### src/rtl/mult_arb_pkg.sv
// mult_arb_pkg: shared types and constants for the mult_4 round-robin arbiter.
package mult_arb_pkg;

    localparam int OP_W         = 4;
    localparam int PP_W         = 8;
    localparam int TIMEOUT_DFLT = 32;

    typedef enum logic [1:0] {
        IDLE  = 2'd0,
        ISSUE = 2'd1,
        WAIT  = 2'd2,
        RESP  = 2'd3
    } state_t;

endpackage

### src/rtl/mult_arb_if.sv
// mult_arb_if: requester-side and core-side signals of the mult_4 arbiter.
// master = environment (requesters + core), slave = the arbiter itself.
interface mult_arb_if #(
    parameter int N_REQ = 2
);
    import mult_arb_pkg::*;

    logic [N_REQ-1:0]      req;
    logic [OP_W*N_REQ-1:0] a;
    logic [OP_W*N_REQ-1:0] b;
    logic [N_REQ-1:0]      gnt;
    logic [N_REQ-1:0]      rsp_valid;
    logic [PP_W-1:0]       rsp_pp;
    logic                  rsp_err;
    logic [OP_W-1:0]       m_a;
    logic [OP_W-1:0]       m_b;
    logic                  m_init;
    logic                  m_done;
    logic [PP_W-1:0]       m_pp;

    modport master (
        output req, a, b, m_done, m_pp,
        input  gnt, rsp_valid, rsp_pp, rsp_err, m_a, m_b, m_init
    );

    modport slave (
        input  req, a, b, m_done, m_pp,
        output gnt, rsp_valid, rsp_pp, rsp_err, m_a, m_b, m_init
    );

endinterface

### src/rtl/mult_arb_rr_pick.sv
// rr_pick: combinational round-robin picker. Searches ptr, ptr+1, ... modulo N
// and returns the first requester with req high, one-hot and as an index.
module rr_pick #(
    parameter int N  = 2,
    parameter int PW = $clog2(N)
) (
    input  logic [N-1:0]  req,
    input  logic [PW-1:0] ptr,
    output logic [N-1:0]  win,
    output logic [PW-1:0] win_idx
);

    logic [PW:0]   w_sum;
    logic [PW-1:0] w_idx;
    logic          w_found;

    // Walk the requesters in rotated order; first hit wins.
    always_comb begin
        win     = '0;
        win_idx = '0;
        w_sum   = '0;
        w_idx   = '0;
        w_found = 1'b0;
        for (int i = 0; i < N; i++) begin
            w_sum = {1'b0, ptr} + (PW+1)'(i);
            if (w_sum >= (PW+1)'(N)) begin
                w_sum = w_sum - (PW+1)'(N);
            end
            w_idx = w_sum[PW-1:0];
            if (!w_found && req[w_idx]) begin
                win[w_idx] = 1'b1;
                win_idx    = w_idx;
                w_found    = 1'b1;
            end
        end
    end

endmodule

### src/rtl/mult_arb.sv
// mult_arb: shares one mult_4 core among N_REQ requesters with round-robin
// arbitration. Optional watchdog on the core's done: MULT_ARB_TIMEOUT_EN.
//
// state | meaning
// IDLE  | waiting for any req; picks winner from ptr
// ISSUE | one cycle: gnt[w] and m_init pulse, operands already on m_a/m_b
// WAIT  | waiting for a fresh rising edge of m_done (or watchdog expiry)
// RESP  | one cycle: rsp_valid[w] with product; ptr moves past w
module mult_arb
    import mult_arb_pkg::*;
#(
    parameter int N_REQ   = 2,
    parameter int TIMEOUT = TIMEOUT_DFLT
) (
    input logic       clk,
    input logic       rst,
    mult_arb_if.slave bus
);

    localparam int PW = $clog2(N_REQ);

    state_t           r_state;
    logic [PW-1:0]    r_ptr;
    logic [PW-1:0]    r_win_idx;
    logic [N_REQ-1:0] r_win;
    logic             r_done_q;
    logic [N_REQ-1:0] r_gnt;
    logic [N_REQ-1:0] r_rsp_valid;
    logic [PP_W-1:0]  r_rsp_pp;
    logic             r_m_init;
    logic [OP_W-1:0]  r_m_a;
    logic [OP_W-1:0]  r_m_b;

    logic [N_REQ-1:0] w_win;
    logic [PW-1:0]    w_win_idx;
    logic             w_done_rise;

`ifdef MULT_ARB_TIMEOUT_EN
    localparam int WD_W = $clog2(TIMEOUT + 1);
    logic [WD_W-1:0]  r_wd;
    logic             r_rsp_err;
`endif

    rr_pick #(.N(N_REQ), .PW(PW)) u_pick (
        .req     (bus.req),
        .ptr     (r_ptr),
        .win     (w_win),
        .win_idx (w_win_idx)
    );

    // A done level left over from the previous operation must not count.
    assign w_done_rise = bus.m_done & ~r_done_q;

    // Arbitration / sequencing FSM with registered outputs.
    always_ff @(posedge clk or posedge rst) begin
        if (rst) begin
            r_state     <= IDLE;
            r_ptr       <= '0;
            r_win_idx   <= '0;
            r_win       <= '0;
            r_done_q    <= 1'b0;
            r_gnt       <= '0;
            r_rsp_valid <= '0;
            r_rsp_pp    <= '0;
            r_m_init    <= 1'b0;
            r_m_a       <= '0;
            r_m_b       <= '0;
`ifdef MULT_ARB_TIMEOUT_EN
            r_wd        <= '0;
            r_rsp_err   <= 1'b0;
`endif
        end else begin
            r_done_q    <= bus.m_done;
            r_gnt       <= '0;
            r_m_init    <= 1'b0;
            r_rsp_valid <= '0;
            case (r_state)
                IDLE: begin
                    if (|bus.req) begin
                        r_state   <= ISSUE;
                        r_win     <= w_win;
                        r_win_idx <= w_win_idx;
                        r_gnt     <= w_win;
                        r_m_init  <= 1'b1;
                        r_m_a     <= bus.a[int'(w_win_idx)*OP_W +: OP_W];
                        r_m_b     <= bus.b[int'(w_win_idx)*OP_W +: OP_W];
                    end
                end
                ISSUE: begin
                    r_state <= WAIT;
`ifdef MULT_ARB_TIMEOUT_EN
                    r_wd    <= '0;
`endif
                end
                WAIT: begin
                    if (w_done_rise) begin
                        r_state     <= RESP;
                        r_rsp_valid <= r_win;
                        r_rsp_pp    <= bus.m_pp;
`ifdef MULT_ARB_TIMEOUT_EN
                        r_rsp_err   <= 1'b0;
                    end else if (r_wd == WD_W'(TIMEOUT - 1)) begin
                        r_state     <= RESP;
                        r_rsp_valid <= r_win;
                        r_rsp_pp    <= '0;
                        r_rsp_err   <= 1'b1;
                    end else begin
                        r_wd <= r_wd + 1'b1;
`endif
                    end
                end
                RESP: begin
                    r_state <= IDLE;
                    if (r_win_idx == PW'(N_REQ - 1)) begin
                        r_ptr <= '0;
                    end else begin
                        r_ptr <= r_win_idx + 1'b1;
                    end
`ifdef MULT_ARB_TIMEOUT_EN
                    r_rsp_err <= 1'b0;
`endif
                end
                default: r_state <= IDLE;
            endcase
        end
    end

    assign bus.gnt       = r_gnt;
    assign bus.rsp_valid = r_rsp_valid;
    assign bus.rsp_pp    = r_rsp_pp;
    assign bus.m_a       = r_m_a;
    assign bus.m_b       = r_m_b;
    assign bus.m_init    = r_m_init;
`ifdef MULT_ARB_TIMEOUT_EN
    assign bus.rsp_err   = r_rsp_err;
`else
    assign bus.rsp_err   = 1'b0;
`endif

endmodule

### src/flat_wrapper.sv
// flat-port wrapper written by rule: the top's interface ports become plain ports
module mult_arb_flat import mult_arb_pkg::*;
#(
    parameter int N_REQ   = 2,
    parameter int TIMEOUT = TIMEOUT_DFLT
)
  (clk, rst, bus_req, bus_a, bus_b, bus_m_done, bus_m_pp, bus_gnt, bus_rsp_valid, bus_rsp_pp, bus_rsp_err, bus_m_a, bus_m_b, bus_m_init);
  mult_arb_if #(.N_REQ(N_REQ)) bus_i ();
  input logic clk;
  input logic rst;
  input wire logic [$bits(bus_i.req)-1:0] bus_req;
  input wire logic [$bits(bus_i.a)-1:0] bus_a;
  input wire logic [$bits(bus_i.b)-1:0] bus_b;
  input wire logic [$bits(bus_i.m_done)-1:0] bus_m_done;
  input wire logic [$bits(bus_i.m_pp)-1:0] bus_m_pp;
  output wire logic [$bits(bus_i.gnt)-1:0] bus_gnt;
  output wire logic [$bits(bus_i.rsp_valid)-1:0] bus_rsp_valid;
  output wire logic [$bits(bus_i.rsp_pp)-1:0] bus_rsp_pp;
  output wire logic [$bits(bus_i.rsp_err)-1:0] bus_rsp_err;
  output wire logic [$bits(bus_i.m_a)-1:0] bus_m_a;
  output wire logic [$bits(bus_i.m_b)-1:0] bus_m_b;
  output wire logic [$bits(bus_i.m_init)-1:0] bus_m_init;
  assign bus_i.req = bus_req;
  assign bus_i.a = bus_a;
  assign bus_i.b = bus_b;
  assign bus_i.m_done = bus_m_done;
  assign bus_i.m_pp = bus_m_pp;
  assign bus_gnt = bus_i.gnt;
  assign bus_rsp_valid = bus_i.rsp_valid;
  assign bus_rsp_pp = bus_i.rsp_pp;
  assign bus_rsp_err = bus_i.rsp_err;
  assign bus_m_a = bus_i.m_a;
  assign bus_m_b = bus_i.m_b;
  assign bus_m_init = bus_i.m_init;
  mult_arb #(.N_REQ(N_REQ), .TIMEOUT(TIMEOUT)) u_core (.clk(clk), .rst(rst), .bus(bus_i));
endmodule
### config.mk
export PLATFORM = sky130hd
export DESIGN_NAME = mult_arb_flat
export DESIGN_NICKNAME = d
export VERILOG_FILES = /design/src/rtl/mult_arb_pkg.sv /design/src/rtl/mult_arb_if.sv /design/src/rtl/mult_arb_rr_pick.sv /design/src/rtl/mult_arb.sv /design/src/flat_wrapper.sv
export SDC_FILE = /design/constraint.sdc
export NUM_CORES = 1
export LEC_CHECK = 0
export CAP_MARGIN = 0
export CORE_MARGIN = 10
export CORE_UTILIZATION = 30
export CTS_CLUSTER_DIAMETER = 80
export CTS_CLUSTER_SIZE = 14
export DETAILED_ROUTE_END_ITERATION = 12
export PLACE_DENSITY_LB_ADDON = 0.3
export SLEW_MARGIN = 20
export SYNTH_ARGS = -nofsm -noshare
export SYNTH_HDL_FRONTEND = slang
export SYNTH_SLANG_ARGS = --single-unit
export TNS_END_PERCENT = 20
### constraint.sdc
create_clock -name clk -period 1.6 [get_ports clk]
set_input_delay 0.32 -clock clk [delete_from_list [all_inputs] [get_ports clk]]
set_output_delay 0.32 -clock clk [all_outputs]
set_load 0.02 [all_outputs]
Word-level counts from Yosys, hierarchy flattened
Index checks and enable logic that the tools add are counted.

operators by class
  add/subtract/negate cells = 4
  order comparisons = 6
  equal/unequal tests = 5
  shift operators = 2
  multiplexer cells = 25
  bitwise gates (word level) = 3
  reductions and logical operators = 9

operator list
  operator                                                            number
  two-way mux 2 bit                                                   8
  indexed part select 8 x 4 -> 4 bit                                  2
  two-way mux 1 bit                                                   14
  case mux 2 bit (4 select lines)                                     1
  AND reduction 2 bit                                                 3
  equality test 2 bit (second input constant)                         2
  < comparator 1 x 2 -> 1 bit (second input constant)                 2
  != test 2 x 1 -> 1 bit (second input constant)                      2
  logical AND 1 bit                                                   3
  adder 1 x 1 -> 2 bit (second input constant)                        1
  demux 1 bit (select 1 bit)                                          2
  equality test 2 x 1 -> 1 bit (second input constant)                1
  greater-or-equal comparator 1 bit (second input constant)           2
  greater-or-equal comparator 1 x 2 -> 1 bit (second input constant)  1
  greater-or-equal comparator 2 bit (second input constant)           1
  zero test 2 bit                                                     1
  bitwise OR 2 bit                                                    1
  OR reduction 2 bit                                                  1
  subtractor 1 bit (second input constant)                            2
  adder 1 bit (second input constant)                                 1
  bitwise AND 1 bit                                                   1
  zero test 1 bit                                                     1
  NOT 1 bit                                                           1

storage, ports and cells
  bits in registers = 28
  input port bits = 29
  output and inout port bits = 22

Logic depth before layout (Yosys ltp)
  depth after elaboration = 11
  depth in mapped cells = 6

Modules after synthesis
A second synthesis with hierarchy kept.

unflattened totals
  cells, all modules = 98
  area total of the unflattened synthesis = 1253.7 µm²

modules (own cells, without submodules)
  module    instances  cells an instance  area an instance (µm²)
  mult_arb  1          94                 1223.7
  rr_pick   1          4                  30.0

Least setup slack after synthesis
Ideal clock, no wire load.

  kind = register to register
  start = register u_core.r_state[0]
  end = register u_core.r_rsp_pp[0] (netlist: u_core.bus.rsp_pp[0])
  setup time = 0.125 ns
  arrival = 1.246 ns
  data required time = 1.475 ns
  slack = 0.229 ns
  cell stages (with the launch flop) = 6
  buffers on the path = 1
  cell sequence = dfrtp_1 inv_1 ha_1 nand3b_1 buf_2 mux2_2

between the ends
  word-level cells in the longest chain between the ends = 2

ends and longest elaborated chain
  element                               RTL line        source
  start, declared                       mult_arb.sv:22  state_t r_state;
  start signal, assigned                mult_arb.sv:57  r_state <= IDLE;
  start signal, assigned                mult_arb.sv:80  r_state <= ISSUE;
  start signal, assigned                mult_arb.sv:90  r_state <= WAIT;
  equality test 2 bit                   mult_arb.sv:77  case (r_state)
  AND reduction 2 bit (no source line)  -
  end signal, assigned                  mult_arb.sv:99  r_rsp_pp <= bus.m_pp;
  end, declared                         mult_arb.sv:29  logic [PP_W-1:0] r_rsp_pp;

Every way passes these cells.
A chain may end at the register's enable or synchronous reset.

Worst setup path in the final report
  start = register u_core.r_rsp_pp[7] (netlist: u_core.bus.rsp_pp[7])
  end = output bus_rsp_pp[7]

RTL lines
  element        RTL line            source
  end, declared  flat_wrapper.sv:18  output wire logic [$bits(bus_i.rsp_pp)-1:0] bus_rsp_pp;

No word-level cell between the ends.

==> impl_metrics.json <==
{
  "maximum_number_of_pins_on_one_net_before_global_route_repair": 29,
  "cts_htree_levels": 1,
  "final_period_minus_worst_setup_slack_ns": 1.56,
  "routabilityCongestion": 0.763,
  "diodes": 0,
  "critical_path.max_fanout": 2,
  "critical_path_buf_inv_count": 1,
  "ys_seq_elements": 28,
  "drt_pre_antenna_iters": 4,
  "minimum_setup_slack_after_placement_ns": -0.0410,
  "run_status": "complete, no violations",
  "vias_in_the_first_global_route": 1088,
  "worstHoldPathType": "in -> async",
  "yosys-top-cells-area": "sky130_fd_sc_hd__dfrtp_1, sky130_fd_sc_hd__mux2_2, sky130_fd_sc_hd__a21oi_1",
  "critical_path.cell_chain": "clkdlybuf4s50_1",
  "drt-total-wl_um": 3250,
  "num_io_pins": 51,
  "critPathTopFamily": "buffers and inverters",
  "die_area_um2": 6980,
  "postLayoutSetupSlackWorst_ns": 0.0376,
  "antenna_found_initial": 0,
  "worst_path_largest_cell_delay_ns": 0.60,
  "count_of_flip_flops_with_a_built_in_enable_after_synthesis": 0,
  "synth.net_count": 137,
  "nets": 193,
  "routed_antenna_nets": 0,
  "fin_skew_ns": 0.0136,
  "drv_slew": 0,
  "aggregate_global_route_resource_usage_pct": 8.85,
  "yosys_most_used_dff": "sky130_fd_sc_hd__dfrtp_1",
  "synth_sequential_area_ratio_pct": 57.8,
  "clock_tree.root_cell": "sky130_fd_sc_hd__clkbuf_8",
  "leakage_nw": 0.895,
  "max_clock_freq_mhz": 640,
  "timing.final.hold_violations": 0,
  "globalRouteOverflowTotal": 0,
  "cts_max_path_buffers": 2,
  "clock_sink_count": 28,
  "start_util_pct": 30.8,
  "unrepaired_setup_endpoints_after_global_routing": "false",
  "postSynth.asyncResetShare_pct": 100,
  "yosys_warnings": 0,
  "post_synth_instance_area_um2": 1210,
  "worstPathArrival_ns": 1.24,
  "drive_above_1_share_pct": 15.7,
  "totalNegativeSetupSlack_ns": 0,
  "core_area_um2": 3940,
  "finalCritPeriodShare_pct": 97.7,
  "numPlacedInstances": 205,
  "postCtsSetupRepairBufs": 0,
  "post_drt_wl_per_cell_um": 15.6,
  "numCtsBuffers": 3,
  "synthDistinctLibCells": 24,
  "worstSetupStartpointType": "flop",
  "routed_via_density": 4.73,
  "post-synth-top-area-fraction_pct": 57.8,
  "routed_via_count": 988,
  "worstSetupPathType": "reg -> out",
  "floorplan.die.height_um": 83.6,
  "drcViolationCount": 0,
  "worstSetupEndpointType": "primary output",
  "cap_violations": 0,
  "detailedPlacementHpwl_um": 2610,
  "synth.largest_area_cell": "sky130_fd_sc_hd__dfrtp_1",
  "finish.cell_count_without_fillers": 209,
  "syn_area_per_cell_um2": 11.7,
  "synthTopCellsByCount": "sky130_fd_sc_hd__dfrtp_1, sky130_fd_sc_hd__nor2_1, sky130_fd_sc_hd__a21oi_1",
  "areal_power_density_over_the_cells_nw_per_um2": 1790,
  "timing.critical_path.required_ns": 1.28,
  "tritoncts": "done",
  "setup_viol": 0,
  "drt_iter0_markers": 93,
  "cpMaxStageDelayCell": "sky130_fd_sc_hd__clkdlybuf4s50_1",
  "final.hold.worst_slack_ns": 0.387,
  "clock_insertion_delay_worst_skew_ns": 0.28,
  "areaGrowthSynthToFinish_pct": 54.7,
  "num_rows": 23,
  "final_core_util_pct": 47.6,
  "port-buffer-count": 49,
  "synth.most_common_cell": "sky130_fd_sc_hd__dfrtp_1",
  "clk_transition_reported_paths_ns": 0.10,
  "floorplan.die.width_um": 83.6,
  "wire_length_of_the_first_global_routing_pass_um": 5240,
  "vdd_ir_drop_max_mv": 0.501,
  "syn_inst": 104
}
==> cell usage in the layout, fill, tap and decap left out, drive strengths merged <==
cell type | netlist | layout
clkdlybuf4s50 | 0 | 39
dfrtp | 28 | 28
nor2 | 11 | 11
a21oi | 11 | 11
dlymetal6s2s | 0 | 10
mux2 | 9 | 9
o21ai | 9 | 9
a31oi | 8 | 8
buf | 5 | 7
inv | 6 | 6
ha | 4 | 4
a21o | 3 | 3
clkbuf | 0 | 3
nand2b | 2 | 2
nand3b | 1 | 1
clkinv | 1 | 1
and2b | 1 | 1
nor3b | 1 | 1
and3 | 1 | 1
nand2 | 1 | 1
o32a | 1 | 1
conb | 1 | 1
bufinv | 0 | 1
==> state kept, by name (all words and copies together) (netlist names) <==
register	cells
u_core.bus.rsp_valid	2
u_core.r_state	2
u_core.r_done_q	1
u_core.r_win	2
u_core.bus.m_a	4
u_core.bus.m_init	1
u_core.bus.gnt	2
u_core.r_win_idx	1
u_core.r_ptr	1
u_core.bus.m_b	4
u_core.bus.rsp_pp	8
==> cell type report <==
type,instances,area [µm²]
multi-input cells,64,447
flip-flops and latches,28,701
well taps,50,62.6
inverters,7,26.3
fillers,349,2070
repair buffers,56,568
clock buffers,3,41.3
clock inverters,1,30.0
==> routing by layer <==
layer | vias to the layer above | GRT usage (%) | routed length (µm) | part of all wire, %
li1 | 465 | - | - | -
met1 | 487 | 8.19 | 1140 | 35
met2 | 28 | 17.4 | 1850 | 57
met3 | 8 | 1.86 | 155 | 4.8
met4 | 0 | 4.57 | 106 | 3.3
met5 | - | 0 | 0 | 0
==> power by group <==
| part | switching [mW] | internal, mW |
|---|---|---|
| registers | 0.168 | 1.02 |
| logic | 0.794 | 0.815 |
| clock network | 0.224 | 0.335 |
==> per-stage QoR <==
step                      cell area [µm²]  power (mW)
final                                1880        3.36
after global routing                 1880        3.57
after CTS                            1850        3.42
after detailed placement             1780        2.86
after global placement               1780        2.80
after floorplan                      1210        2.11
==> path summary, 6_finish.rpt <==
kind	startpoint	end	slack, ns	depth (start not counted)
min reg2reg	u_core.r_win_idx$_DFFE_PP0P_	u_core.r_ptr$_DFFE_PP0N_	0.47	1
min	rst	u_core.bus.rsp_pp[6]$_DFFE_PP0P_	0.39	3
max reg2reg	u_core.r_state[0]$_DFFE_PP0P_	u_core.r_state[1]$_DFFE_PP0P_	0.10	5
max in group asynchronous	rst	u_core.bus.m_a[3]$_DFFE_PP0P_	0.93	3
min in group clk	u_core.r_win_idx$_DFFE_PP0P_	u_core.r_ptr$_DFFE_PP0N_	0.47	1
max	u_core.bus.rsp_pp[7]$_DFFE_PP0P_	bus_rsp_pp[7]	0.04	1
==> cell families after synthesis <==
kind of cell | Yosys count | synth area share, %
fa+ha+maj | 4 | 4.13
flops | 28 | 57.8
other cells | 1 | 0.309
mux | 9 | 8.67
buf+inv | 12 | 5.37
compound gates | 32 | 15.7
simple gates | 18 | 8.05
==> tightest hold or removal path, delay by kind of cell <==
family	cells	cell delay (ns)
buffers and inverters	3	0.76
==> what timing repair did <==
item / CTS / global route
hold buffers: 0 / 0
setup endpoints to repair: 0 / 10
gates resized for setup: 0 / 10
No activity file was read; power rests on OpenSTA's default activity.
